$ cat src/rtl/byte_div_sequencer.sv
// Issue/collect sequencer around a combinational byte divider: walks the byte lanes of a
// 64-bit operand pair, one lane per cycle. Optional macro DIV_EARLY_EXIT_EN skips masked lanes.
module byte_div_sequencer #(
  parameter int unsigned NUM_LANES = 8,
  parameter int unsigned CNT_W     = 3
) (
  input  logic                   clk,
  input  logic                   reset,
  input  logic                   start_valid,
  output logic                   start_ready,
  input  logic [8*NUM_LANES-1:0] op_a,
  input  logic [8*NUM_LANES-1:0] op_b,
  input  logic                   sel_mod,
  input  logic [NUM_LANES-1:0]   lane_mask,
  output logic [7:0]             div_a,
  output logic [7:0]             div_b,
  input  logic [7:0]             div_quotient,
  input  logic [7:0]             div_remainder,
  input  logic                   div_by_0,
  output logic [8*NUM_LANES-1:0] result,
  output logic [NUM_LANES-1:0]   dbz_flags,
  output logic                   result_valid,
  input  logic                   result_ready
);

  localparam int unsigned W = 8 * NUM_LANES;

  typedef enum logic [1:0] {IDLE, LANE, DONE} state_t;

  state_t               state_q, state_d;
  logic [W-1:0]         a_q, b_q, result_q;
  logic [NUM_LANES-1:0] mask_q, dbz_q;
  logic                 sel_q;
  logic [CNT_W-1:0]     cnt_q, start_cnt, next_cnt;
  logic                 accept, last_lane;
  logic [7:0]           lane_byte;

`ifdef DIV_EARLY_EXIT_EN
  // Lowest set mask bit at or above 'from'; msb of the return is the found flag.
  function automatic logic [CNT_W:0] find_lane(input logic [NUM_LANES-1:0] m,
                                               input int unsigned from);
    logic             found;
    logic [CNT_W-1:0] idx;
    found = 1'b0;
    idx   = '0;
    for (int unsigned i = 0; i < NUM_LANES; i++) begin
      if (!found && i >= from && m[i]) begin
        found = 1'b1;
        idx   = CNT_W'(i);
      end
    end
    return {found, idx};
  endfunction

  logic [CNT_W:0] first_hit, next_hit;
  assign first_hit = find_lane(lane_mask, 32'd0);
  assign next_hit  = find_lane(mask_q, 32'(cnt_q) + 32'd1);
  assign start_cnt = first_hit[CNT_W-1:0];
  assign next_cnt  = next_hit[CNT_W-1:0];
  assign last_lane = !next_hit[CNT_W];
`else
  assign start_cnt = '0;
  assign next_cnt  = cnt_q + CNT_W'(1);
  assign last_lane = (cnt_q == CNT_W'(NUM_LANES - 1));
`endif

  assign accept    = (state_q == IDLE) && start_valid;
  assign lane_byte = mask_q[cnt_q] ? (sel_q ? div_remainder : div_quotient) : 8'h00;

  // State register
  always_ff @(posedge clk or posedge reset) begin
    if (reset) state_q <= IDLE;
    else       state_q <= state_d;
  end

  // Next-state logic
  always_comb begin
    state_d = state_q;
    case (state_q)
      IDLE: begin
        if (accept) begin
`ifdef DIV_EARLY_EXIT_EN
          state_d = first_hit[CNT_W] ? LANE : DONE;
`else
          state_d = LANE;
`endif
        end
      end
      LANE:    if (last_lane) state_d = DONE;
      DONE:    if (result_ready) state_d = IDLE;
      default: state_d = IDLE;
    endcase
  end

  // Outputs decoded from registered state; divider operands come only from latched copies
  always_comb begin
    start_ready  = 1'b0;
    result_valid = 1'b0;
    div_a        = 8'h00;
    div_b        = 8'h00;
    case (state_q)
      IDLE: start_ready = 1'b1;
      LANE: begin
        div_a = a_q[8*int'(cnt_q) +: 8];
        div_b = b_q[8*int'(cnt_q) +: 8];
      end
      DONE:    result_valid = 1'b1;
      default: ;
    endcase
  end

  // Operand latch, lane counter and result assembly
  always_ff @(posedge clk or posedge reset) begin
    if (reset) begin
      a_q      <= '0;
      b_q      <= '0;
      mask_q   <= '0;
      sel_q    <= 1'b0;
      cnt_q    <= '0;
      result_q <= '0;
      dbz_q    <= '0;
    end else begin
      case (state_q)
        IDLE: begin
          if (accept) begin
            a_q      <= op_a;
            b_q      <= op_b;
            mask_q   <= lane_mask;
            sel_q    <= sel_mod;
            cnt_q    <= start_cnt;
            result_q <= '0;
            dbz_q    <= '0;
          end
        end
        LANE: begin
          result_q[8*int'(cnt_q) +: 8] <= lane_byte;
          dbz_q[cnt_q]                 <= mask_q[cnt_q] & div_by_0;
          cnt_q                        <= last_lane ? '0 : next_cnt;
        end
        default: ;
      endcase
    end
  end

  assign result    = result_q;
  assign dbz_flags = dbz_q;

endmodule
$ cat config.mk
export PLATFORM = sky130hd
export DESIGN_NAME = byte_div_sequencer
export DESIGN_NICKNAME = d
export VERILOG_FILES = /design/src/rtl/byte_div_sequencer.sv
export SDC_FILE = /design/constraint.sdc
export NUM_CORES = 1
export LEC_CHECK = 0
export ABC_AREA = 1
export CAP_MARGIN = 40
export CORE_MARGIN = 3
export CORE_UTILIZATION = 30
export DETAILED_ROUTE_END_ITERATION = 6
export HOLD_SLACK_MARGIN = 0.05
export SYNTH_ARGS = -nofsm -noshare
export SYNTH_HDL_FRONTEND = slang
export SYNTH_SLANG_ARGS = --single-unit
$ cat constraint.sdc
create_clock -name clk -period 9.7 [get_ports clk]
set_input_delay 1.94 -clock clk [delete_from_list [all_inputs] [get_ports clk]]
set_output_delay 1.94 -clock clk [all_outputs]
set_load 0.01 [all_outputs]
# Word-level counts from Yosys, hierarchy flattened
# Cells that the tools add are included.
word_totals:
  regBits: 214
  input_bits: 158
  output_inout_bits: 90
  word_cells: 53
op_classes:
  add_sub_neg: 2
  order_cmp: 2
  n_eq_ne: 6
  shifts: 4
  n_mux: 23
  n_bitwise: 1
  n_reduce_logical: 7
ops:
  columns: ["operator", "n"]
  rows:
  - ["64-bit case mux with 2 select lines", 1]
  - ["64-bit by 7-bit variable part select with 8-bit output", 2]
  - ["64-bit bitwise mux", 1]
  - ["64-bit 2-to-1 mux", 1]
  - ["8-bit by 33-bit variable shift with 64-bit output, first input constant", 1]
  - ["8-bit by 33-bit variable part select with 64-bit output", 1]
  - ["8-bit 2-to-1 mux", 5]
  - ["6-bit negator with 33-bit output", 1]
  - ["8-bit case mux with 2 select lines", 1]
  - ["8-bit bitwise mux", 1]
  - ["2-bit 2-to-1 mux", 3]
  - ["3-bit 2-to-1 mux", 2]
  - ["2-bit != test, second input constant", 3]
  - ["2-bit case mux with 3 select lines", 1]
  - ["3-bit case mux with 2 select lines", 1]
  - ["3-bit by 4-bit less-than comparator with 1-bit output, second input constant", 1]
  - ["1-bit 2-to-1 mux", 4]
  - ["2-bit AND reduction", 2]
  - ["3-bit by 1-bit adder with 3-bit output, second input constant", 1]
  - ["1-bit binary-select mux with 3-bit select", 1]
  - ["1-bit demux with 3-bit select", 1]
  - ["3-bit equality test, second input constant", 1]
  - ["3-bit by 1-bit greater-or-equal comparator with 1-bit output, second input constant", 1]
  - ["3-bit AND reduction", 1]
  - ["other kinds (6)", 7]

# Logic depth before layout (Yosys ltp)
# Gate-level depths: netlist (run 1).
logic_depth:
  ltp_word: 6
  mapped_depth: 12

# Worst setup path after synthesis (run 1)
# No wires, ideal clock.
synth_timing:
  kind: "register to output"
  startpoint: "register cnt_q[1]"
  endpoint: "output port div_a[6]"
  t_arrival_ps: 1386
  path_slack_ps: 6374
  path_stages_with_launch: 10
  cell_sequence: "dfrtp_1 > buf_2 > nor2_2 > inv_1 > nor2_1 > buf_2 > nand2_1 > o21ai_0 > nor2_1 > a21oi_1"
synth_between:
  elab_chain_len: 2
synth_lines:
  columns: ["element", "line_no", "text"]
  rows:
  - ["start, declared", "34", "logic [CNT_W-1:0] cnt_q, start_cnt, next_cnt;"]
  - ["start signal, assigned", "130", "cnt_q <= start_cnt;"]
  - ["start signal, assigned", "138", "cnt_q <= last_lane ? '0 : next_cnt;"]
  - ["64-bit by 7-bit variable part select with 8-bit output", "104", "div_a = a_q[8*int'(cnt_q) +: 8];"]
  - ["8-bit 2-to-1 mux", "101", "case (state_q)"]
  - ["end, declared", "15", "output logic [7:0] div_a,"]
# No other way between the ends.

# Worst setup path after layout (run 1)
layout_timing:
  startpoint: "register cnt_q[1]"
  endpoint: "output port div_a[1]"
# Same word-level chain as after synthesis.

==> results of run 1 <==
==> where the power goes <==
part	total (mW)	switching [mW]	internal (mW)
clock network	1.06	0.408	0.654
logic	1.53	1.02	0.509
registers	1.37	0.172	1.20
==> layout make-up <==
class / instances / area (um^2) / share of cell area, %
flip-flops and latches: 214 / 5360 / 39.3
repair buffers: 257 / 2570 / 18.8
multi-input cells: 889 / 3940 / 28.9
clock inverters: 17 / 229 / 1.68
diodes: 1 / 2.50 / 0.0183
clock buffers: 33 / 708 / 5.19
inverters: 75 / 294 / 2.16
well taps: 435 / 544 / 3.99
==> critical path, stage by stage, from the launching register on <==
cell and delay, ns:
dfrtp_1 0.63, nor2_2 0.27, inv_1 0.11, nor2_1 0.72
inv_1 0.27, o22ai_1 0.28, nor2_1 0.07, a21oi_1 0.19
clkdlybuf4s50_1 0.57
==> how the worst max path moves through the flow <==
stage | from | endpoint | slack, ns | depth (start not counted)
final | cnt_q[1]$_DFFE_PP0P_ | div_a[1] | 4.10 | 8
after global routing | cnt_q[1]$_DFFE_PP0P_ | div_a[1] | 3.74 | 8
after CTS | cnt_q[1]$_DFFE_PP0P_ | div_a[1] | 3.98 | 8
after detailed placement | cnt_q[1]$_DFFE_PP0P_ | div_a[1] | 4.59 | 8
after global placement | start_valid | cnt_q[2]$_DFFE_PP0P_ | 4.70 | 8
after floorplan | reset | a_q[0]$_DFFE_PP0P_ | 1.91 | 1
==> stage by stage <==
stage	setup slack [ns]	util, %	cell area [um^2]	total power [mW]
finish	4.10	42.7	13600	3.96
global placement	4.70	39.6	12700	2.88
detailed placement	4.59	39.7	12700	2.91
floorplan	1.91	-	9850	2.34
global route	3.74	42.7	13600	4.23
CTS	3.98	42.7	13600	3.99
==> per-layer routing <==
metal | track usage, % | vias to the layer above | wire, um
met5 | 0 | - | 20
met4 | 4.51 | 4 | 727
met3 | 3.99 | 55 | 2570
met2 | 28.1 | 375 | 14600
met1 | 24.8 | 4257 | 14400
li1 | - | 4376 | -
==> cells in the mapped netlist <==
library cell | number | area share, %
nand2_1 | 622 | 24
dfrtp_1 | 214 | 54
o21ai_0 | 84 | 4.3
inv_1 | 68 | 2.6
nand4_1 | 58 | 3.7
buf_2 | 33 | 1.7
a21oi_1 | 27 | 1.4
nor2_1 | 23 | 0.88
nand3_1 | 20 | 1.0
nor2_4 | 16 | 1.8
clkbuf_1 | 14 | 0.53
buf_1 | 12 | 0.46
o22ai_1 | 9 | 0.57
nor2_2 | 6 | 0.38
o21a_1 | 6 | 0.46
ha_1 | 4 | 0.51
inv_2 | 4 | 0.15
nand2_2 | 4 | 0.25
clkinv_1 | 3 | 0.11
buf_4 | 2 | 0.15
o21ai_1 | 2 | 0.10
a22oi_1 | 1 | 0.076
and2_1 | 1 | 0.064
nand3_2 | 1 | 0.10
nand3_4 | 1 | 0.18
nor2_8 | 1 | 0.20
nor3_4 | 1 | 0.17
o31ai_1 | 1 | 0.076
or2_2 | 1 | 0.064
==> flip-flops by register name, indices dropped and copies added (netlist names) <==
signal / flops
a_q: 64
sel_q: 1
result: 64
state_q: 2
cnt_q: 3
mask_q: 8
b_q: 64
dbz_flags: 8
==> logic make-up (layout without fill, tap and decap cells) <==
family | Yosys count | after routing
compound gates | 130 | 130
fa+ha+maj | 4 | 4
buf+inv | 136 | 382
flops | 214 | 214
other cells | 0 | 1
simple gates | 755 | 755
==> out/metrics.yaml, run 1 <==
die_y_um: 187
avgSynthCellArea_um2: 7.95
clk_latency_ns: 0.55
vias: 9067
max_slew.worst_pin.slew_ns: 0.947
max_cap_violations: 0
maxSlewViolCount: 0
holdBufCountCts: 0
synthAdderAreaFrac_pct: 0.508
hold_depth: 2
path_class: "flip-flop to output pin"
core-area_mm2: 0.0320
yosysWarnings: 0
io_buffers: 247
grt_remaining_overflow: 0
worstHoldStart: "a_q[32]$_DFFE_PP0P_"
drt_iter0_markers: 629
grt_max_degree: 112
area_growth_syn_to_layout_pct: 38.5
track_usage_pct: 17.8
cts_buffers: 27
fillers: 3194
placementRows: 65
wl_mm: 32.3
min_period_ns: 5.60
drt-pass1-iter-count: 5
hold_class: "flip-flop to flip-flop"
r2r-start: "cnt_q[1]$_DFFE_PP0P_"
synth_top_family_by_area: "simple AND/OR/NAND/NOR gates"
p_leak_nw: 6.51
netlist_area_mm2: 0.00985
reg2reg_slack_ns: 6.33
synth_xor_area_share_pct: 0
cts-resized-gates: 0
cts_tree: "yes"
io_pins: 248
post-route-period-util_pct: 57.8
cp-start-kind: "flip-flop"
clock_skew_ns: 0.0260
setup_viol: 0
place_congestion: 0.829
status: "complete, no violations"
clock-root-buffer: "clkbuf_16"
wl_per_cell_um: 16.8
drive_gt1_share_pct: 6.20
endpoint_kind: "output pin"
post_cts_buffers: 0
slew_headroom_pct: 36.6
required_ns: 7.76
r2r_cells: 9
via_per_inst: 4.72
final_cell_mix: "nand2_1 (622), clkdlybuf4s50_1 (247), dfrtp_1 (213)"
dpl.hpwl_mm: 22.4
ant_nets: 0
nNetsFinal: 1626
syn_nets: 1401
dpl.cell_count: 1870
synth_seq_cells: 214
min_to: "a_q[32]$_DFFE_PP0P_"
yosysSeqAreaShare_pct: 54.4
finalSetupTns_ns: 0
rsz0062_at_grt: "false"
fmaxAchievable_ghz: 0.178
irDropWorstVdd_uv: 194
clk_path_buf_depth: 3
die_x_um: 187
grt_pass1_vias: 9094
synthDistinctLibCells: 29
syn-instance-count: 1239
power.density_mw_per_mm2: 290
synth_compound_area_share_pct: 6.92
die_area_mm2: 0.0350
synthSimpleGateAreaFrac_pct: 32.5
arrival_ns: 3.66
synth.area.mux_share_pct: 0
worst-path-max-fanout: 19
clkTransAtPathRegs_ns: 0.06
start_util_pct: 30.8
grt_pass1_wl_mm: 50.5
cts_max_level: 1
antenna_found_initial: 3
drc: 0
cts.sinks: 214
fin_cells: 1921
r2r_end: "result[51]$_DFFE_PP0P_"
whs_ns: 0.478
final_common_cell: "nand2_1"
finalHoldViolCount: 0
No activity file was read; power rests on OpenSTA's default activity.
==> run 2, diff against run 1 <==
==> constraint.sdc (replaced) <==
create_clock -name clk -period 5.56 [get_ports clk]
set_input_delay 1.112 -clock clk [delete_from_list [all_inputs] [get_ports clk]]
set_output_delay 1.112 -clock clk [all_outputs]
set_load 0.01 [all_outputs]
==> out/metrics.yaml, run 2 (synthesis results as in run 1) <==
clk_latency_ns: 0.53
slew_headroom_pct: 38.0
wl_mm: 31.6
power_switching_mw: 2.73
grt_pass1_wl_mm: 50.5
cts_buffers: 25
intPower_mw: 3.99
antenna_found_initial: 0
cts-resized-gates: 0
fin_cells: 1919
critical_path_buf_inv_count: 4
area_growth_syn_to_layout_pct: 38.0
max_cap_violations: 0
total_power_mw: 6.71
fmaxAchievable_ghz: 0.215
die_x_um: 187
via_per_inst: 4.68
path_class: "flip-flop to output pin"
rsz0062_at_grt: "false"
power.density_mw_per_mm2: 494
drt_iter0_markers: 709
grt_max_degree: 156
drt-pass1-iter-count: 5
whs_ns: 0.478
comb_power_share_pct: 38.9
min_period_ns: 4.64
max_slew.worst_pin.slew_ns: 0.930
arrival_ns: 3.53
wl_met2_mm: 14.2
wl_per_cell_um: 16.5
placementRows: 65
worst-path-max-fanout: 42
drc: 0
switching_share_pct: 40.6
cts_max_level: 1
slowest_stage: "dfrtp_2"
maxSlewViolCount: 0
setup_viol: 0
power_frac_seq_pct: 36.4
core-area_mm2: 0.0320
fillers: 3215
io_pins: 248
required_ns: 4.45
endpoint_kind: "output pin"
irDropWorstVdd_uv: 220
track_usage_pct: 17.8
dpl.hpwl_mm: 22.6
max_stage_delay_ns: 0.79
finalHoldViolCount: 0
io_buffers: 247
vias: 8983
wl_met3_mm: 2.20
status: "complete, no violations"
p_clk_share_pct: 24.8
ant_nets: 0
start_util_pct: 30.8
final_cell_mix: "nand2_1 (622), clkdlybuf4s50_1 (247), dfrtp_1 (213)"
diodes: 0
clkTransAtPathRegs_ns: 0.06
hold_class: "flip-flop to flip-flop"
die_area_mm2: 0.0350
highest_layer: "met4"
grt_remaining_overflow: 0
clk_path_buf_depth: 3
drive_gt1_share_pct: 6.20
cp-start-kind: "flip-flop"
holdBufCountCts: 0
dpl.cell_count: 1873
finalSetupTns_ns: 0
crit_chain: "inv_2, nor2_1, buf_4, inv_1, o22ai_1, nor2_1, a21oi_1, clkdlybuf4s50_1"
post-route-period-util_pct: 83.5
cts_tree: "yes"
nNetsFinal: 1627
crit_family: "buffers and inverters"
cpMostUsedCell: "nor2_1"
final_common_cell: "nand2_1"
p_leak_nw: 6.49
post_cts_buffers: 0
cts.sinks: 214
die_y_um: 187
clock_skew_ns: 0.0157
clock-root-buffer: "clkbuf_16"
grt_pass1_vias: 8928
place_congestion: 0.840
wl_met1_mm: 14.7
==> run 2: final timing paths <==
| check | from | endpoint | slack [ns] | cells after the start |
|---|---|---|---|---|
| hold reg to reg | a_q[37]$_DFFE_PP0P_ | a_q[37]$_DFFE_PP0P_ | 0.48 | 2 |
| min in group asynchronous | reset | result[4]$_DFFE_PP0P_ | 1.17 | 3 |
| setup / recovery | cnt_q[0]$_DFFE_PP0P_ | div_a[1] | 0.92 | 8 |
| max in group asynchronous | reset | cnt_q[0]$_DFFE_PP0P_ | 3.66 | 3 |
| setup reg to reg | cnt_q[0]$_DFFE_PP0P_ | result[7]$_DFFE_PP0P_ | 2.49 | 7 |
| hold / removal | a_q[37]$_DFFE_PP0P_ | a_q[37]$_DFFE_PP0P_ | 0.48 | 2 |
==> run 2: through the flow <==
stage | worst slack (ns) | cell area [um^2] | utilization (%)
floorplan | 1.66 | 9850 | -
global placement | 1.48 | 12700 | 39.7
detailed placement | 1.43 | 12800 | 39.9
CTS | 0.858 | 13600 | 42.5
global route | 0.659 | 13600 | 42.5
finish | 0.917 | 13600 | 42.5
==> run 2: final cells by class <==
class / instances / area, um^2 / area share (%)
Clock buffer: 34 / 709 / 5.22
Timing Repair Buffer: 260 / 2620 / 19.3
Sequential cell: 214 / 5360 / 39.4
Clock inverter: 12 / 128 / 0.939
Tap cell: 435 / 544 / 4.00
Multi-Input combinational cell: 889 / 3940 / 29.0
Inverter: 75 / 290 / 2.14
==> run 2: power groups by stage <==
stage / Combinational, mW / Clock (mW) / Sequential (mW)
finish: 2.61 / 1.66 / 2.44
global route: 2.94 / 1.77 / 2.51
floorplan: 1.75 / 0 / 2.33
detailed placement: 2.62 / 0 / 2.46
global placement: 2.57 / 0 / 2.47
CTS: 2.64 / 1.70 / 2.44
==> run 2: per-layer routing <==
metal	up-vias	GRT usage, %
met3	31	3.52
met1	4248	25.9
met2	322	27.7
met4	0	3.02
li1	4382	-
met5	-	0
==> run 2: worst register-to-register path: stages (launching register included) <==
cell,delay (ns)
dfrtp_2,0.79
inv_2,0.51
ha_1,0.37
ha_1,0.32
inv_1,0.10
nand3_1,0.11
o21ai_1,0.55
o21ai_0,0.16
==> run 3, diff against run 2 <==
==> constraint.sdc (replaced) <==
create_clock -name clk -period 4.3 [get_ports clk]
set_input_delay 0.86 -clock clk [delete_from_list [all_inputs] [get_ports clk]]
set_output_delay 0.86 -clock clk [all_outputs]
set_load 0.01 [all_outputs]
==> out/metrics.yaml, run 3 (synthesis results as in run 1) <==
clkTransAtPathRegs_ns: 0.06
slew_headroom_pct: 56.9
antenna_found_initial: 0
die_area_mm2: 0.0350
start_util_pct: 30.8
whs_ns: 0.477
drive_gt1_share_pct: 6.06
io_pins: 248
cts_max_level: 1
required_ns: 3.44
max_cap_violations: 0
min_period_ns: 4.05
irDropWorstVdd_uv: 300
clock-root-buffer: "clkbuf_16"
cts_buffers: 26
placed_area_mm2: 0.0128
via_per_inst: 4.70
io_buffers: 247
max_slew.worst_pin.slew_ns: 0.642
ant_nets: 0
finalSetupTns_ns: 0
post_cts_buffers: 0
die_y_um: 187
post-route-period-util_pct: 94.1
clk_latency_ns: 0.52
final_common_cell: "nand2_1"
grt_pass1_wl_mm: 50.6
cp-start-kind: "flip-flop"
slowest_stage: "dfrtp_1"
cts_tree: "yes"
setup_viol: 0
cts.sinks: 214
arrival_ns: 3.19
final_area_mm2: 0.0137
cpMostUsedCell: "nand2_1"
worst-path-max-fanout: 16
core-area_mm2: 0.0320
final_cell_mix: "nand2_1 (622), clkdlybuf4s50_1 (247), dfrtp_1 (212)"
clock_skew_ns: 0.0113
drt_iter0_markers: 800
rsz0062_at_grt: "false"
vias: 9024
grt_max_degree: 85
dpl.hpwl_mm: 23.3
hold_class: "flip-flop to flip-flop"
placementRows: 65
nNetsFinal: 1632
crit_chain: "inv_2, nand2_1, nor2_1, buf_4, nand2_1, nand2_1, nor2_1, a21oi_1, clkdlybuf4s50_1"
wl_mm: 32.2
wl_per_cell_um: 16.8
clk_path_buf_depth: 3
status: "complete, no violations"
track_usage_pct: 17.9
finalHoldViolCount: 0
dpl.cell_count: 1877
grt_pass1_vias: 9003
drc: 0
fin_cells: 1921
area_growth_syn_to_layout_pct: 38.7
fillers: 3158
grt_remaining_overflow: 0
maxSlewViolCount: 0
path_class: "flip-flop to output pin"
total_power_mw: 8.81
place_congestion: 0.841
power.density_mw_per_mm2: 645
die_x_um: 187
p_leak_nw: 6.52
endpoint_kind: "output pin"
drt-pass1-iter-count: 5
diodes: 0
fmaxAchievable_ghz: 0.247
max_stage_delay_ns: 0.60
==> run 3: through the flow <==
stage / setup WS, ns / utilization [%]
6_report: 0.252 / 42.7
5_1_grt: 0.0303 / 42.7
4_1_cts: 0.0917 / 42.7
3_5_place_dp: 0.670 / 40.1
3_3_place_gp: 0.729 / 39.9
2_1_floorplan: 0.656 / -
==> run 3: cell type report <==
type                            instances  area, um^2  share of cell area [%]
Sequential cell                       214        5360                    39.2
Multi-Input combinational cell        889        3940                    28.8
Inverter                               75         290                    2.12
Clock inverter                          7         138                    1.01
Tap cell                              435         544                    3.98
Timing Repair Buffer                  264        2670                    19.5
Clock buffer                           37         723                    5.29
==> run 3: metal layers <==
metal	routed length (um)	share of wire, %	vias up	global-route usage, %
met5	0	0	-	0
met1	14800	46	4210	25.5
met4	675	2.1	0	4.51
met3	2690	8.3	56	4.24
li1	-	-	4380	-
met2	14100	44	378	27.6
==> run 3: worst max-delay path: cells and delay by family, from the launching register on <==
kind,cells,cell delay [ns]
buffers and inverters,3,1.06
DFF,1,0.60
and+or+nand+nor,5,0.81
AOI/OAI and AO/OA,1,0.19
==> run 3: path summary, 6_finish.rpt <==
check                                     startpoint                      to  slack (ns)  cells past startpoint
min in group asynchronous                      reset   mask_q[5]$_DFFE_PP0P_        0.67                      2
max in group asynchronous                      reset     a_q[37]$_DFFE_PP0P_        2.87                      3
worst min-delay path             b_q[59]$_DFFE_PP0P_     b_q[59]$_DFFE_PP0P_        0.48                      2
worst max register to register  cnt_q[1]$_DFFE_PP0P_  result[49]$_DFFE_PP0P_        1.68                     10
worst max-delay path            cnt_q[2]$_DFFE_PP0P_                div_a[1]        0.25                      9
worst min register to register   b_q[59]$_DFFE_PP0P_     b_q[59]$_DFFE_PP0P_        0.48                      2
==> run 3: power by group <==
group / switching, mW / total, mW / internal [mW]
Sequential: 0.412 / 3.12 / 2.71
Combinational: 2.29 / 3.47 / 1.18
Clock: 0.829 / 2.23 / 1.40
==> run 3: repair_timing <==
item                       CTS  global route
hold buffers                 0             0
setup endpoints to repair    0             8
gates resized for setup      0             1
